<file path="config.mk">
export PLATFORM = sky130hd
export DESIGN_NAME = esc_ping_responder
export DESIGN_NICKNAME = d
export VERILOG_FILES = /design/src/rtl/esc_ping_responder_pkg.sv /design/src/rtl/esc_ping_wdog.sv /design/src/rtl/esc_ping_responder.sv
export SDC_FILE = /design/constraint.sdc
export NUM_CORES = 1
export LEC_CHECK = 0
export ABC_AREA = 0
export CORE_MARGIN = 4
export CORE_UTILIZATION = 55
export DETAILED_ROUTE_END_ITERATION = 10
export PLACE_DENSITY = 0.8
export SETUP_SLACK_MARGIN = 0.5
export SKIP_LAST_GASP = 1
export SLEW_MARGIN = 15
export SYNTH_ARGS = -nofsm -noshare
export SYNTH_HDL_FRONTEND = slang
export SYNTH_HIERARCHICAL = 1
export SYNTH_SLANG_ARGS = --single-unit
export TNS_END_PERCENT = 30
</file>
<file path="constraint.sdc">
create_clock -name clk_i -period 2.6 [get_ports clk_i]
set_input_delay 0.78 -clock clk_i [delete_from_list [all_inputs] [get_ports clk_i]]
set_output_delay 0.78 -clock clk_i [all_outputs]
set_load 0.02 [all_outputs]
</file>
<file path="src/rtl/esc_ping_responder_pkg.sv">
// Shared definitions for the escalation/ping responder.
// Contents:
//   resp_state_e   - responder FSM state (2-bit encoded)
//   CNT_DW_DEFAULT - default watchdog counter width, same as the ping timer counter
package esc_ping_responder_pkg;

    localparam int unsigned CNT_DW_DEFAULT = 24;

    // Every encoding is in use. Decoding is still written so that anything
    // which is not Idle/Check/EscResp behaves as SigInt.
    typedef enum logic [1:0] {
        StIdle    = 2'b00,
        StCheck   = 2'b01,
        StEscResp = 2'b10,
        StSigInt  = 2'b11
    } resp_state_e;

endpackage

</file>
<file path="src/rtl/esc_ping_wdog.sv">
// Ping watchdog: saturating up-counter with a clear input, a compare against a
// programmable limit, and a sticky expiry flag.
// Ports:
//   clk, rst  - clock, asynchronous active-high reset
//   clear     - restart the window (a ping/escalation was accepted)
//   limit     - window length in cycles; 0 disables the watchdog
//   expired   - sticky, set once the window ran out; cleared only by reset
module esc_ping_wdog #(
    parameter int unsigned CntDw = 24
) (
    input  logic             clk,
    input  logic             rst,
    input  logic             clear,
    input  logic [CntDw-1:0] limit,
    output logic             expired
);

    logic [CntDw-1:0] cnt;
    logic             enabled;
    logic             hit;

    assign enabled = (limit != '0);
    // A clear in the same cycle as the limit being reached wins over the expiry.
    assign hit     = enabled && !clear && (cnt >= limit);

    always_ff @(posedge clk or posedge rst) begin
        if (rst) begin
            cnt     <= '0;
            expired <= 1'b0;
        end else begin
            if (clear || !enabled) begin
                cnt <= '0;
            end else if (cnt != '1) begin
                cnt <= cnt + CntDw'(1);
            end
            if (hit) begin
                expired <= 1'b1;
            end
        end
    end

endmodule

</file>
<file path="src/rtl/esc_ping_responder.sv">
// Receiver-side responder for the differential escalation/ping link.
// Decodes esc_p_i/esc_n_i into ping, escalation or signal-integrity error,
// drives the differential response pair back to the sender, raises a local
// escalation request, and self-escalates when no ping arrives in time.
// Ports:
//   clk_i, rst_i   - clock, asynchronous active-high reset
//   esc_p_i/esc_n_i - differential request pair (synchronous to clk_i)
//   timeout_cyc_i  - watchdog window in cycles, 0 disables it
//   resp_p_o/resp_n_o - registered differential response pair
//   esc_req_o      - local escalation request (FSM escalation or watchdog)
//   ping_seen_o    - 1-cycle pulse when a ping completes
//   sigint_o       - input pair invalid
//   timeout_o      - sticky watchdog expiry
module esc_ping_responder
    import esc_ping_responder_pkg::*;
#(
    parameter int unsigned CntDw = CNT_DW_DEFAULT
) (
    input  logic             clk_i,
    input  logic             rst_i,
    input  logic             esc_p_i,
    input  logic             esc_n_i,
    input  logic [CntDw-1:0] timeout_cyc_i,
    output logic             resp_p_o,
    output logic             resp_n_o,
    output logic             esc_req_o,
    output logic             ping_seen_o,
    output logic             sigint_o,
    output logic             timeout_o
);

    logic        active;
    logic        idle;
    logic        sigint_in;
    logic        ping_start;
    logic        timeout;
    resp_state_e state;
    logic        resp_p;
    logic        resp_n;
    logic        fsm_esc;
    logic        ping_seen;
    logic        sigint;

    assign active    = esc_p_i & ~esc_n_i;
    assign idle      = ~esc_p_i & esc_n_i;
    assign sigint_in = (esc_p_i == esc_n_i);

    // Entry into Check restarts the watchdog window (active excludes sigint_in).
    assign ping_start = (state == StIdle) && active;

    always_ff @(posedge clk_i or posedge rst_i) begin
        if (rst_i) begin
            state     <= StIdle;
            resp_p    <= 1'b0;
            resp_n    <= 1'b1;
            fsm_esc   <= 1'b0;
            ping_seen <= 1'b0;
            sigint    <= 1'b0;
        end else begin
            ping_seen <= 1'b0;
            if (sigint_in) begin
                // Equal rails toggling together so the sender flags the error.
                state   <= StSigInt;
                sigint  <= 1'b1;
                fsm_esc <= 1'b1;
                if (state == StSigInt) begin
                    resp_p <= ~resp_p;
                    resp_n <= ~resp_p;
                end else begin
                    resp_p <= 1'b1;
                    resp_n <= 1'b1;
                end
            end else begin
                case (state)
                    StIdle: begin
                        if (active) begin
                            state  <= StCheck;
                            resp_p <= 1'b1;
                            resp_n <= 1'b0;
                        end
                    end
                    StCheck: begin
                        if (idle) begin
                            state     <= StIdle;
                            resp_p    <= 1'b0;
                            resp_n    <= 1'b1;
                            ping_seen <= 1'b1;
                        end else if (active) begin
                            state   <= StEscResp;
                            resp_p  <= 1'b0;
                            resp_n  <= 1'b1;
                            fsm_esc <= 1'b1;
                        end
                    end
                    StEscResp: begin
                        if (active) begin
                            resp_p  <= ~resp_p;
                            resp_n  <= resp_p;
                            fsm_esc <= 1'b1;
                        end else begin
                            state   <= StIdle;
                            resp_p  <= 1'b0;
                            resp_n  <= 1'b1;
                            fsm_esc <= 1'b0;
                        end
                    end
                    default: begin
                        // SigInt with a now-valid pair: back to Idle.
                        state   <= StIdle;
                        sigint  <= 1'b0;
                        fsm_esc <= 1'b0;
                        resp_p  <= 1'b0;
                        resp_n  <= 1'b1;
                    end
                endcase
            end
        end
    end

    esc_ping_wdog #(
        .CntDw(CntDw)
    ) u_wdog (
        .clk     (clk_i),
        .rst     (rst_i),
        .clear   (ping_start),
        .limit   (timeout_cyc_i),
        .expired (timeout)
    );

    assign resp_p_o    = resp_p;
    assign resp_n_o    = resp_n;
    assign esc_req_o   = fsm_esc | timeout;
    assign ping_seen_o = ping_seen;
    assign sigint_o    = sigint;
    assign timeout_o   = timeout;

endmodule

</file>
==> reports/metrics.yaml, run 1 <==
power_and_ir_drop:
  power_frac_clock: 0.179
  power_uw: 2200
  p_int_uw: 1310
  powerDensity_mw_per_mm2: 694
  ir_worst_vdd_v: 0.000450
  power_frac_seq: 0.425
  leakage_uw: 0.00153
  switchingPower_uw: 891
  p_sw_frac: 0.405
  combinationalPowerShare: 0.396
grt:
  overflow: 0
  antenna_found_initial: 0
  track_usage: 0.216
  grt_max_degree: 26
  grt_pass1_vias: 2095
  grt_pass1_wl_um: 9260
outcome:
  status: "complete, no violations"
synthesis:
  synth.avg_cell_area_um2: 8.46
  synth_cells: 285
  netlist.area_leader.share: 0.322
  synth_ff_type: "dfrtp_1"
  synth_cell_type_count: 52
  synthArstFlopShare: 1.00
  yosys_warnings: 6
  syn_nets: 346
  ys_seq_area_frac: 0.333
  ys_ff_latch: 32
  synth_edf_count: 0
  yosysTopAreaCell: "dfrtp_1"
  synth.cell_area_mm2: 0.00241
  yosys-top-cells-area: "dfrtp_1 32%, ha_1 17%, a21oi_1 5.4%"
setup_path:
  crit_fanout: 3
  r2r-end: "u_wdog/cnt[21]"
  timing.rr.start: "u_wdog/cnt[23]"
  r2r_slack_ps: 510
  cp.arrival_ps: 2290
  critPathLaunchType: "primary input"
  cp.required_ps: 2770
  worst_setup_path_end_kind: "flop"
  crit_type: "primary input to flop"
  r2r_cells: 5
job:
  cap_violations: 0
sta:
  finalClockSkew_ps: 5.62
  worst_slew_pin_slew_ps: 357
  rsz0062_at_grt: "true"
  finalSetupViolations: 0
  fin_ws_ps: 484
  final-hold-violation-count: 0
  finalCriticalPeriod_ps: 2120
  fin_crit_sh: 0.814
  max_clock_freq_ghz: 0.473
  slew_violations: 0
  slew_headroom: 0.760
  fin_setup_tns_ps: 0
clocking:
  hold_buffers: 0
  insertion_delay_ps: 280
  clkTransAtPathRegs_ps: 70
  cts_buffer_depth: 2
  cts_tree: "done"
  cts.sinks: 32
  cts-root-buf: "clkbuf_8"
  cts-buffers-inserted: 5
  htree_num_levels: 2
routing:
  wl_um: 5960
  drt_iter0_drc: 123
  post_drt_wl_per_cell_um: 15.6
  drc: 0
  ant_nets: 0
  routed_via_density: 5.72
  detailroute.via_count: 2181
  drt_pass1_iterations: 4
die:
  ios: 34
  rows: 23
  initial_core_util: 0.586
  die_y_um: 74.2
  core_area_mm2: 0.00412
  die_area_mm2: 0.00550
  dieWidth_um: 74.2
worst_hold_path:
  whs_path_depth: 1
  holdPathEnd: "fsm_esc"
  holdCritPathClass: "flop to flop"
  hp-start: "fsm_esc"
finish:
  fin_area_mm2: 0.00317
  nets: 391
  area_growth_syn_to_layout_pct: 31.4
  drive_above_1_share: 0.181
  mostFrequentLayoutCell: "dfrtp_1"
  layout_common_cells: "31 x dfrtp_1, 30 x inv_1, 24 x nor2_1, 24 x ha_1, 22 x a21oi_1"
  diodes: 0
placed_design:
  post-place-ws_ps: -40.0
  post-dp-hpwl_um: 4260
  dpl-instance-area_mm2: 0.00282
  portBuffers: 33
  gp_congestion: 0.875
==> timing repair <==
action                                  in CTS  in global routing
pin swaps                                    8                 14
setup buffers                                1                  2
endpoints found under the setup margin      29                 27
gates resized for setup                     14                 43
cloned                                       1                  0
==> cell type report <==
type,count,area (µm²)
clock inverter,2,10.0
tap,50,62.6
fill,277,948
multi-input combinational,214,1640
timing repair buffer,42,439
inverter,35,131
sequential,32,802
clock buffer,6,82.6
==> worst max-delay path by stage <==
stage	cells after the start	slack (ps)	endpoint	startpoint
floorplan	5	510	u_wdog/cnt[0]	timeout_cyc_i[21]
detailed placement	8	-40	u_wdog/expired	timeout_cyc_i[21]
finish	8	480	u_wdog/expired	timeout_cyc_i[11]
global route	8	440	u_wdog/expired	timeout_cyc_i[4]
CTS	8	340	u_wdog/expired	timeout_cyc_i[23]
global placement	8	10	u_wdog/expired	timeout_cyc_i[21]
==> Yosys cell counts, drive strengths merged, types with 5 or more instances <==
master / n
nand4: 8
nor3: 9
o21ai: 14
a21oi: 27
nand3: 12
dfrtp: 31
nor4: 5
and4: 5
or3: 9
xnor2: 7
ha: 33
nand2: 24
nor2: 25
inv: 35
==> power by group through the flow <==
stage	Sequential, µW	Combinational (µW)	Clock (µW)
after floorplan	864	526	0
after global placement	903	707	0
after detailed placement	912	742	0
after CTS	905	769	402
after global routing	968	991	429
final	934	871	394
==> state kept, by name, indices dropped and copies added, names as in the netlist <==
register / count
u_wdog/cnt: 24
state: 2
fsm_esc: 1
ping_seen_o: 1
resp_n_o: 1
resp_p_o: 1
sigint_o: 1
u_wdog/expired: 1
==> metrics by stage <==
step | hold slack [ps] | util | cells
after CTS | 515 | 0.721 | 379
after detailed placement | 500 | 0.684 | 369
after global routing | 570 | 0.770 | 381
after global placement | 496 | 0.684 | 369
final | 511 | 0.770 | 381
after floorplan | 471 | - | 285
==> metal layers <==
layer	global-route usage	part of all wire	up-vias
li1	-	-	1095
met1	0.288	0.45	1032
met2	0.357	0.50	45
met3	0.0392	0.035	9
met4	0.0684	0.014	0
met5	0	0	-
==> critical path, cell delays in order <==
cell and delay, ps:
clkdlybuf4s50_1 500, inv_1 80, ha_4 250, a21oi_2 110, o21ai_1 80, a32oi_1 210
nand3_1 100, o22a_1 180
==> cell families (layout without fill, tap and decap cells) <==
family / Yosys count / after routing / synth area share
mux: 1 / 1 / 0.00415
compound gates: 57 / 57 / 0.141
fa+ha+maj: 33 / 33 / 0.171
xor+xnor: 10 / 10 / 0.0363
buf+inv: 39 / 85 / 0.0644
simple gates: 113 / 113 / 0.250
flops: 32 / 32 / 0.333
(Power assumes the default switching activity.)
==> run 2: changes to the inputs <==
CORE_UTILIZATION = 50   (was 55)
PLACE_DENSITY = 0.77   (was 0.8)
clock period = 1.7 ns   (was 2.6 ns; I/O delays follow)
==> run 2 against run 1 <==
The run now ends with setup timing left. Clock-buffer cell count stayed put. Register-to-register slack got worse by 830 ps. Highest routed layer unchanged. Setup slack worse by 800 ps.
==> reports/metrics.yaml, run 2 (synthesis results as in run 1) <==
die:
  ios: 34
  dieWidth_um: 77.4
  die_area_mm2: 0.00599
  core_area_mm2: 0.00450
  die_y_um: 77.4
  rows: 24
  initial_core_util: 0.535
job:
  cap_violations: 0
grt:
  grt_pass1_wl_um: 12900
  overflow: 0
  track_usage: 0.268
  antenna_found_initial: 0
  grt_pass1_vias: 2794
  grt_max_degree: 26
sta:
  fin_ws_ps: -319
  slew_headroom: 0.685
  fin_crit_sh: 1.19
  whs_ps: 495
  rsz0062_at_grt: "true"
  finalClockSkew_ps: 8.39
  slew_violations: 0
  final-hold-violation-count: 0
  finalCriticalPeriod_ps: 2020
  max_clock_freq_ghz: 0.495
  finalSetupViolations: 15
  worst_slew_pin_slew_ps: 467
setup_path:
  worst_setup_path_end_kind: "flop"
  r2r-end: "u_wdog/expired"
  crit_fanout: 5
  timing.rr.start: "u_wdog/cnt[20]"
  crit_type: "flop to flop"
  critPathLaunchType: "flop"
  r2r_slack_ps: -320
  cp.required_ps: 1880
  r2r_cells: 8
  cp.arrival_ps: 2200
routing:
  detailroute.via_count: 2723
  top_layer: "met4"
  drc: 0
  ant_nets: 0
  post_drt_wl_per_cell_um: 19.0
  wl_met2_um: 4210
  routed_via_density: 6.20
  wl_um: 8340
  drt_pass1_iterations: 5
  drt_iter0_drc: 263
  wl_met3_um: 596
  m1WireLength_um: 3140
worst_hold_path:
  holdCritPathClass: "primary input to asynchronous set/reset pin"
outcome:
  status: "complete, but fails checks"
  violations: "setup timing"
finish:
  nets: 447
  largest_registers: "u_wdog/cnt: 24 flops, state: 2 flops"
  layout_common_cells: "56 x buf_4, 31 x dfrtp_1, 27 x inv_1"
  regMostFlops: "u_wdog/cnt"
  diodes: 0
  num-fill-cells: 246
  mostFrequentLayoutCell: "buf_4"
  largest_register_ff_count: 24
  area_growth_syn_to_layout_pct: 53.9
  drive_above_1_share: 0.375
  final_cells: 439
power_and_ir_drop:
  leakage_uw: 0.00176
  ir_worst_vdd_v: 0.000901
  powerDensity_mw_per_mm2: 1140
clocking:
  cts_buffer_depth: 2
  htree_num_levels: 2
  clkTransAtPathRegs_ps: 70
  cts_tree: "done"
  cts-root-buf: "clkbuf_8"
  cts.sinks: 32
  insertion_delay_ps: 290
  cts-buffers-inserted: 5
placed_design:
  post-dp-hpwl_um: 4970
  gp_congestion: 0.850
  portBuffers: 33
  place_inst: 412
[run 2: cell count changes in the layout (fill, tap and decap cells not counted), sizes merged]
cell and change:
buf +69, dlymetal6s2s -14, clkdlybuf4s50 -12, clkdlybuf4s15 +9, dlygate4sd2 +3, bufbuf +1, bufinv +1, clkinv -1
[run 2: power by group]
| group | switching, µW | total (µW) | internal [µW] |
|---|---|---|---|
| combinational | 1150 | 2250 | 1100 |
| sequential | 197 | 1220 | 1030 |
| clock | 301 | 736 | 435 |
[run 2: worst max path at each step]
stage / start / endpoint / slack, ps / depth (start not counted)
CTS: u_wdog/cnt[23] / u_wdog/cnt[19] / -160 / 5
finish: u_wdog/cnt[20] / u_wdog/expired / -320 / 8
global placement: timeout_cyc_i[21] / u_wdog/expired / -590 / 8
global route: u_wdog/cnt[23] / u_wdog/expired / -340 / 7
detailed placement: timeout_cyc_i[21] / u_wdog/expired / -790 / 8
floorplan: u_wdog/cnt[16] / u_wdog/cnt[15] / -70 / 6
[run 2: timing repair]
action                     in CTS  in global routing
pin swaps                      35                 12
buffers inserted               13                  4
hold buffers                    0                  0
resized for setup             137                 21
setup endpoints to repair      38                 37
gates cloned                    2                  0
[run 2: stage by stage]
step	worst slack (ps)	setup TNS (ps)	area (µm²)	utilization	power, µW
floorplan	-65.8	-555	2420	-	2150
global placement	-591	-13260	3140	0.698	2890
detailed placement	-793	-13360	3140	0.698	2980
CTS	-160	-1430	3610	0.801	3990
global route	-344	-2670	3710	0.824	4490
finish	-319	-1650	3710	0.824	4220
[run 2: layer usage]
metal	track usage	vias to the layer above
met5	0	-
met4	0.123	0
met3	0.0556	45
met2	0.495	165
met1	0.292	1293
li1	-	1220
[run 2: layout make-up]
cell class | instances | area [µm²] | share of cell area
clock buffer | 6 | 72.6 | 0.0196
multi-input combinational | 214 | 1730 | 0.467
tap | 52 | 65.1 | 0.0175
sequential | 32 | 802 | 0.216
clock inverter | 2 | 35.0 | 0.00944
inverter | 35 | 131 | 0.0354
timing repair buffer | 98 | 872 | 0.235
[run 2: critical path: stages, from the launching register on]
cell	delay, ps
dfrtp_1	400
buf_6	140
ha_1	300
and4_1	230
nor3b_4	170
buf_4	140
a32oi_2	210
nand3_1	130
o22a_1	180
